### src/rtl/regfile_pkg.sv
// Shared constants, clear-engine state encoding and a constant clog2 helper
// for the multi-port register file.
package regfile_pkg;

  localparam int XLEN_DEF  = 32;
  localparam int NREGS_DEF = 32;

  typedef enum logic {
    IDLE  = 1'b0,
    SWEEP = 1'b1
  } clr_state_e;

  // Ceiling log2, used for address widths at elaboration time
  function automatic int clog2(input int n);
    int v;
    int r;
    v = 32'sd1;
    r = 32'sd0;
    while (v < n) begin
      v = v * 32'sd2;
      r = r + 32'sd1;
    end
    return r;
  endfunction

endpackage

### src/rtl/regfile_clr_fsm.sv
// Sequential clear engine: walks the array one entry per cycle writing zero,
// so a context flush does not need a reset.
module regfile_clr_fsm
  import regfile_pkg::*;
#(
  parameter int NREGS    = NREGS_DEF,
  parameter int ZERO_REG = 1,
  parameter int AW       = clog2(NREGS)
) (
  input  logic          clk,
  input  logic          reset_n,
  input  logic          clr_req,
  output logic          sweep_we,
  output logic [AW-1:0] sweep_addr,
  output logic          clr_busy,
  output logic          clr_done
);

  // Entry 0 is hard-wired when ZERO_REG is set, so the sweep skips it
  localparam logic [AW-1:0] PTR_ONE   = AW'(32'd1);
  localparam logic [AW-1:0] PTR_START = (ZERO_REG != 0) ? AW'(32'd1) : AW'(32'd0);
  localparam logic [AW-1:0] PTR_LAST  = AW'(NREGS - 1);

  clr_state_e      state_r;
  logic [AW-1:0]   ptr_r;
  logic            done_r;

  // Clear FSM: state, sweep pointer and the registered done pulse
  always_ff @(posedge clk or negedge reset_n) begin
    if (!reset_n) begin
      state_r <= IDLE;
      ptr_r   <= AW'(32'd0);
      done_r  <= 1'b0;
    end else begin
      case (state_r)
        IDLE: begin
          done_r <= 1'b0;
          if (clr_req) begin
            state_r <= SWEEP;
            ptr_r   <= PTR_START;
          end
        end
        SWEEP: begin
          if (ptr_r == PTR_LAST) begin
            state_r <= IDLE;
            done_r  <= 1'b1;
          end else begin
            ptr_r  <= ptr_r + PTR_ONE;
            done_r <= 1'b0;
          end
        end
        default: begin
          state_r <= IDLE;
          done_r  <= 1'b0;
        end
      endcase
    end
  end

  assign sweep_we   = (state_r == SWEEP);
  assign sweep_addr = ptr_r;
  assign clr_busy   = (state_r == SWEEP);
  assign clr_done   = done_r;

endmodule

### src/rtl/regfile_mp.sv
// Parametrised multi-port register file with same-cycle write-to-read bypass
// and a sequential clear engine for context flush.
module regfile_mp
  import regfile_pkg::*;
#(
  parameter int XLEN     = XLEN_DEF,
  parameter int NREGS    = NREGS_DEF,
  parameter int NRD      = 2,
  parameter int NWR      = 2,
  parameter int ZERO_REG = 1,
  parameter int BYPASS   = 1,
  localparam int AW      = clog2(NREGS)
) (
  input  logic                clk,
  input  logic                reset_n,
  input  logic [NRD*AW-1:0]   ra,
  output logic [NRD*XLEN-1:0] rd,
  input  logic [NWR-1:0]      we,
  input  logic [NWR*AW-1:0]   wa,
  input  logic [NWR*XLEN-1:0] wd,
  input  logic                clr_req,
  output logic                clr_busy,
  output logic                clr_done
);

  logic [XLEN-1:0] regs_r [NREGS];
  logic            sweep_we_s;
  logic [AW-1:0]   sweep_addr_s;
  logic [NRD-1:0]  byp_hit_s;
  logic [XLEN-1:0] byp_data_s [NRD];
  logic            byp_en_s;

  regfile_clr_fsm #(
    .NREGS    (NREGS),
    .ZERO_REG (ZERO_REG),
    .AW       (AW)
  ) u_clr_fsm (
    .clk        (clk),
    .reset_n    (reset_n),
    .clr_req    (clr_req),
    .sweep_we   (sweep_we_s),
    .sweep_addr (sweep_addr_s),
    .clr_busy   (clr_busy),
    .clr_done   (clr_done)
  );

  // Array update: sweep owns the array while busy; otherwise later write ports override earlier ones
  always_ff @(posedge clk or negedge reset_n) begin
    if (!reset_n) begin
      for (int i = 0; i < NREGS; i++) begin
        regs_r[i] <= '0;
      end
    end else if (clr_busy) begin
      if (sweep_we_s) begin
        regs_r[sweep_addr_s] <= '0;
      end
    end else begin
      for (int j = 0; j < NWR; j++) begin
        if (we[j] && !((ZERO_REG != 0) && (wa[j*AW +: AW] == AW'(32'd0)))) begin
          regs_r[wa[j*AW +: AW]] <= wd[j*XLEN +: XLEN];
        end
      end
    end
  end

  // Bypass is suppressed during a sweep and while reset is held so rd stays clean
  assign byp_en_s = (BYPASS != 0) && !clr_busy && reset_n;

  // Bypass match per read port; the highest-index matching write port wins
  always_comb begin
    for (int k = 0; k < NRD; k++) begin
      byp_hit_s[k]  = 1'b0;
      byp_data_s[k] = '0;
      for (int j = 0; j < NWR; j++) begin
        byp_hit_s[k]  = (we[j] && (wa[j*AW +: AW] == ra[k*AW +: AW])) ? 1'b1 : byp_hit_s[k];
        byp_data_s[k] = (we[j] && (wa[j*AW +: AW] == ra[k*AW +: AW])) ? wd[j*XLEN +: XLEN]
                                                                    : byp_data_s[k];
      end
    end
  end

  // Read data select: hard zero, then bypass, then stored entry
  always_comb begin
    rd = '0;
    for (int k = 0; k < NRD; k++) begin
      if ((ZERO_REG != 0) && (ra[k*AW +: AW] == AW'(32'd0))) begin
        rd[k*XLEN +: XLEN] = '0;
      end else if (byp_en_s && byp_hit_s[k]) begin
        rd[k*XLEN +: XLEN] = byp_data_s[k];
      end else begin
        rd[k*XLEN +: XLEN] = regs_r[ra[k*AW +: AW]];
      end
    end
  end

endmodule

### config.mk
export PLATFORM = sky130hd
export DESIGN_NAME = regfile_mp
export DESIGN_NICKNAME = d
export VERILOG_FILES = /design/src/rtl/regfile_pkg.sv /design/src/rtl/regfile_clr_fsm.sv /design/src/rtl/regfile_mp.sv
export SDC_FILE = /design/constraint.sdc
export NUM_CORES = 2
export LEC_CHECK = 0
export BUFFER_PORTS_ARGS = -buffer_cell sky130_fd_sc_hd__buf_4
export CAP_MARGIN = 10
export CORE_MARGIN = 1
export CORE_UTILIZATION = 60
export CTS_BUF_LIST = sky130_fd_sc_hd__clkbuf_8
export CTS_CLUSTER_DIAMETER = 30
export DETAILED_ROUTE_END_ITERATION = 6
export HOLD_SLACK_MARGIN = 0.15
export MAX_ROUTING_LAYER = met4
export PLACE_DENSITY = 0.77
export SKIP_LAST_GASP = 1
export SLEW_MARGIN = 20
export SYNTH_ARGS = -nofsm -noshare
export SYNTH_HDL_FRONTEND = slang
export SYNTH_HIERARCHICAL = 1
export SYNTH_SLANG_ARGS = --single-unit
### constraint.sdc
create_clock -name clk -period 4.05 [get_ports clk]
set_clock_uncertainty 0.15 [all_clocks]
set_input_delay 0.81 -clock clk [delete_from_list [all_inputs] [get_ports clk]]
set_output_delay 0.81 -clock clk [all_outputs]
set_load 0.05 [all_outputs]
# Word level (Yosys, flattened, before mapping)
# Cells that the tools add are included.
# word_totals
reg_bits,1031
latchBits,0
mem_bits_rw,0
romBits,0
wordCells,117
mem_count,0
# op_classes
n_addsub,1
n_mul,0
div,0
order_cmp,8
eq_ne,7
shifts,0
muxes,38
bitwise,8
n_reduce_logical,20
# op_table
cell,count
$mux W1024,4
$bwmux W1024,2
$and A1024 B1024 Y1024,1
$not A1024 Y1024,1
$demux W32 S5,3
$mux W32,15
$bmux W32 S5,2
$ge A6 B6 Y1 const B,5
$not A5 Y6,5
$eq A5 B5 Y1,4
$logic_not A5 Y1,4
$lt A6 B1 Y1 const B,3
$logic_and A1 B1 Y1,12
$mux W5,2
$pmux W5 S2,1
$mux W1,7
$add A5 B1 Y5 const B,1
$eq A5 B5 Y1 const B,1
$ne A2 B2 Y1 const B,2
$pmux W1 S2,2
$logic_not A1 Y1,3
$reduce_and A2 Y1,1
$not A1 Y1,1

# Depth between registers and ports, before layout
# logic_depth
depth_word,11
ltp_mapped,9

# Modules after synthesis
# The synthesis kept the hierarchy.
# modules_own_cells
mod,instances,cells_per_inst,area_each_um2,seq_area_each_um2
regfile_mp,1,7508,75153.3,25624.6
regfile_clr_fsm,1,31,365.4,175.2

# Worst setup path after synthesis
# Ideal clock, no wire load.
# synth_path
path_kind,input to output
start,input ra[5]
end,output rd[42]
arrival_ns,3.311
t_required_ns,3.090
path_slack_ns,-0.221
path_stages,9
n_path_buf,4
cell_sequence,buf_2 -> buf_2 -> buf_4 -> nand2_1 -> clkbuf_1 -> o22ai_1 -> nor3_1 -> nor4_1 -> a221oi_1
# synth_between
elab_chain_len,7
word_cells_on_any_way,16
# synth_rtl
element,line_no,text
"start, declared",regfile_mp.sv:16,"input logic [NRD*AW-1:0] ra,"
branches (longest 6 deep; another with $bmux W32 S5),-,
$mux W32 (*),regfile_mp.sv:86,if ((ZERO_REG != 0) && (ra[k*AW +: AW] == AW'(32'd0))) begin
"end, declared",regfile_mp.sv:17,"output logic [NRD*XLEN-1:0] rd,"
# Every way passes the cells marked *. The select of a mux whose other input is x is not followed.

# Worst setup path in the final report
# layout_path
start,input ra[0]
end,output rd[1]
# Same word-level chain as after synthesis.

==> results.md <==
- CTS tree: yes
- Worst skew pair latency: between 900 and 1000 ps
- Rel. slew slack: 21.1%
- Initial core utilization: about three fifths
- Worst R2R Path Depth: 5
- Crit Path Max Fanout: 19
- Power Total: 0.0541 W
- Predominant post-synthesis flop cell: dfrtp_1
- Die X: ~360 um
- Final hold viol count: 0
- DP HPWL: a little under 200000 um
- Status: finished with violations
- Yosys reg bits: around 1.0k
- Placer Congestion: approximately 1
- Vias: between 70k and 80k
- Commonest non-fill, non-tap cells in the layout: dfrtp_1, mux2i_1, nor2_1
- Register area share after synthesis: between 30% and 40%
- CP Capture Type: primary output
- Max Cap Viol: 0
- Reg-to-Reg End: regs_r[923]
- Mapped Cells: around 7.5k
- HP Class: input port to flop
- Initial antenna violation count: 11
- Std cell rows: ~130
- Core area: between 100000 and 150000 um2
- Port Buffers: 154
- Largest cells by area after synthesis: dfrtp_1, mux4_2, mux2i_1
- Wirelength per Cell: 35.5 um
- ANT nets after route: 0
- GRT Overall Usage: between 50% and 60%
- Tmin final: roughly 4400 ps
- Die ar.: between 100000 and 150000 um2
- Io pins: approximately 160
- Final setup margin: -310 ps
- Vias in the first global route: roughly 72k
- LEAKAGE: 40.3 nW
- FFs w/ async S/R, synth: 100%
- RSZ-0062 raised after global routing: yes
- Fin util: 71.9%
- Layout area overhead: 18.4%
- Syn Nets: between 7k and 8k
- Failing checks: DRC, setup timing
- Max Freq: 229 MHz
- Die height: ~360 um
- H-tree Lvls: 5
- Vias/cell: ~7.9
- CTS clk-pin slew, worst paths: 50 ps
- DR pass1 iterations: 7
- Yosys top cell by area: dfrtp_1
- Cell Area, Synth: 75500 um2
- Distinct cells, synth: 63
- Syn avg cell area: ~10 um2
- Total congestion overflow: 0
- Setup slack, reg-to-reg: about 740 ps
- Commonest non-fill, non-tap cell in the layout: dfrtp_1
- Post-synth EDFFs: 0
- Max Slew Vio Count: 0
- CTS root buf: clkbuf_8
- Hold Startpoint: wd[24]
- Buffer depth of the longest clock path: 4
- WL final: approximately 340000 um
- Pin count of the biggest net entering global routing: 188
- Worst R2R Start: u_clr_fsm/clr_busy
- Setup crit start kind: input port
- First-pass GRT wire length: 481000 um
- Share of layout cells above drive strength 1: between 20 and 30%
- Final setup viols: between 40 and 50
- Max IR drop VDD: around 0.8 mV
- CTS Buf Count: roughly 280
- Crit path DAT: approximately 3400 ps
- WP data required: just over 3000 ps
- Pwr dens: 605 nW/um2
- Yosys warning total: 6
- # nets final: 7707
- Post-synth top area share: 34.2%
- CTS sink cnt: between 1k and 1.5k
- Initial detailed-routing violation count: about 14k
- Critical path class: input port to primary output
- Fraction of the cycle the final worst path needs: 108%
- Hold Path Sink: regs_r[888]
- DRC Markers: between 90 and 100
- Hold depth: 3
- Slew @ Worst Pin: 1180 ps
-- routing by layer --
layer	track usage [%]	part of all wire, %	wire, um
met2	68.6	40	134000
met4	46.9	11	37100
met5	-	0	0
met1	61.6	32	107000
met3	24.2	17	57900
-- worst max-delay path, stage by stage --
cell and delay (ps):
buf_8 230, buf_12 230, buf_12 220, mux4_2 530, mux4_2 600, nor3_4 410
a2111oi_4 120, buf_6 180
-- cells in the mapped netlist (all sizes together) (2+ instances only) --
master and number:
o21ai 202, a31oi 5, a21oi 955, nor3b 45
o2bb2ai 3, dfrtp 1031, a21o 5, nor2b 8
or2 2, o22ai 66, xor2 5, o21a 2
xnor2 17, a22oi 66, inv 34, a2111oi 31
nand2 171, o32ai 2, or3 5, nand4 5
buf 312, and3b 8, mux4 477, nor2 1031
and2 39, o31ai 42, ha 2, nor3 85
nor4 33, clkbuf 651, a22o 974, nand3b 10
nand2b 8, a221oi 31, or3b 2, mux2i 1003
mux2 133, nand4b 2, and3 9, a32o 5
nand3 15
-- sequential cells by signal, indices dropped and copies added (netlist names) --
register              count
regs_r                 1024
u_clr_fsm/sweep_addr      5
u_clr_fsm/clr_busy        1
u_clr_fsm/clr_done        1
-- final cells by class --
class                   instances  area (um2)
clock inverters               138        1400
inverters                      35         139
flip-flops and latches       1031       25800
repair buffers                760        7990
diodes                         16        40.0
clock buffers                 330        4540
well taps                    1637        2050
multi-input cells            5510       47400
fillers                      8513       34900
-- power by group --
| group | internal (W) | switching [W] |
|---|---|---|
| Sequential | 0.0138 | 0.00411 |
| Combinational | 0.00995 | 0.0113 |
| Clock | 0.00912 | 0.00582 |
| Total | 0.0328 | 0.0212 |
-- metrics by stage --
step / worst slack [ps] / area (um2) / TNS (ps) / instances / hold WS [ps]
final: -310 / 89400 / -6590 / 9457 / 199
after global routing: -279 / 89400 / -6510 / 9453 / 202
after CTS: -228 / 88100 / -5430 / 9381 / 159
after detailed placement: -331 / 81200 / -5290 / 8894 / 317
after global placement: -320 / 81200 / -4220 / 8894 / 320
after floorplan: -221 / 75900 / -6550 / 7539 / 299
-- worst max path at each step --
stage / start / to / slack (ps) / depth (start not counted)
2_1_floorplan: ra[5] / rd[42] / -220 / 9
3_3_place_gp: ra[5] / rd[49] / -320 / 11
3_5_place_dp: ra[5] / rd[46] / -330 / 8
4_1_cts: u_clr_fsm/clr_busy / rd[1] / -230 / 10
5_1_grt: ra[0] / rd[1] / -280 / 8
6_report: ra[0] / rd[1] / -310 / 8
-- cells by family (layout without fill, tap and decap cells) --
kind of cell | Yosys count | in the layout | share of synthesized area (%)
compound gates | 2392 | 2392 | 21.8
xor+xnor | 22 | 22 | 0.265
fa+ha+maj | 2 | 2 | 0.0331
buf+inv | 998 | 1263 | 5.63
flops | 1031 | 1031 | 34.2
mux | 1613 | 1613 | 29.5
other cells | 0 | 16 | 0
simple gates | 1481 | 1481 | 8.56
-- timing repair --
item | 4_1_cts | 5_1_grt
gates cloned | 6 | 4
gates resized for setup | 146 | 139
setup buffers | 15 | 59
pin swaps | 51 | 42
hold endpoints to repair | 37 | 0
endpoints found under the setup margin | 59 | 63
hold buffers | 3 | 0
Note: power is estimated with default switching activity, not from simulation.
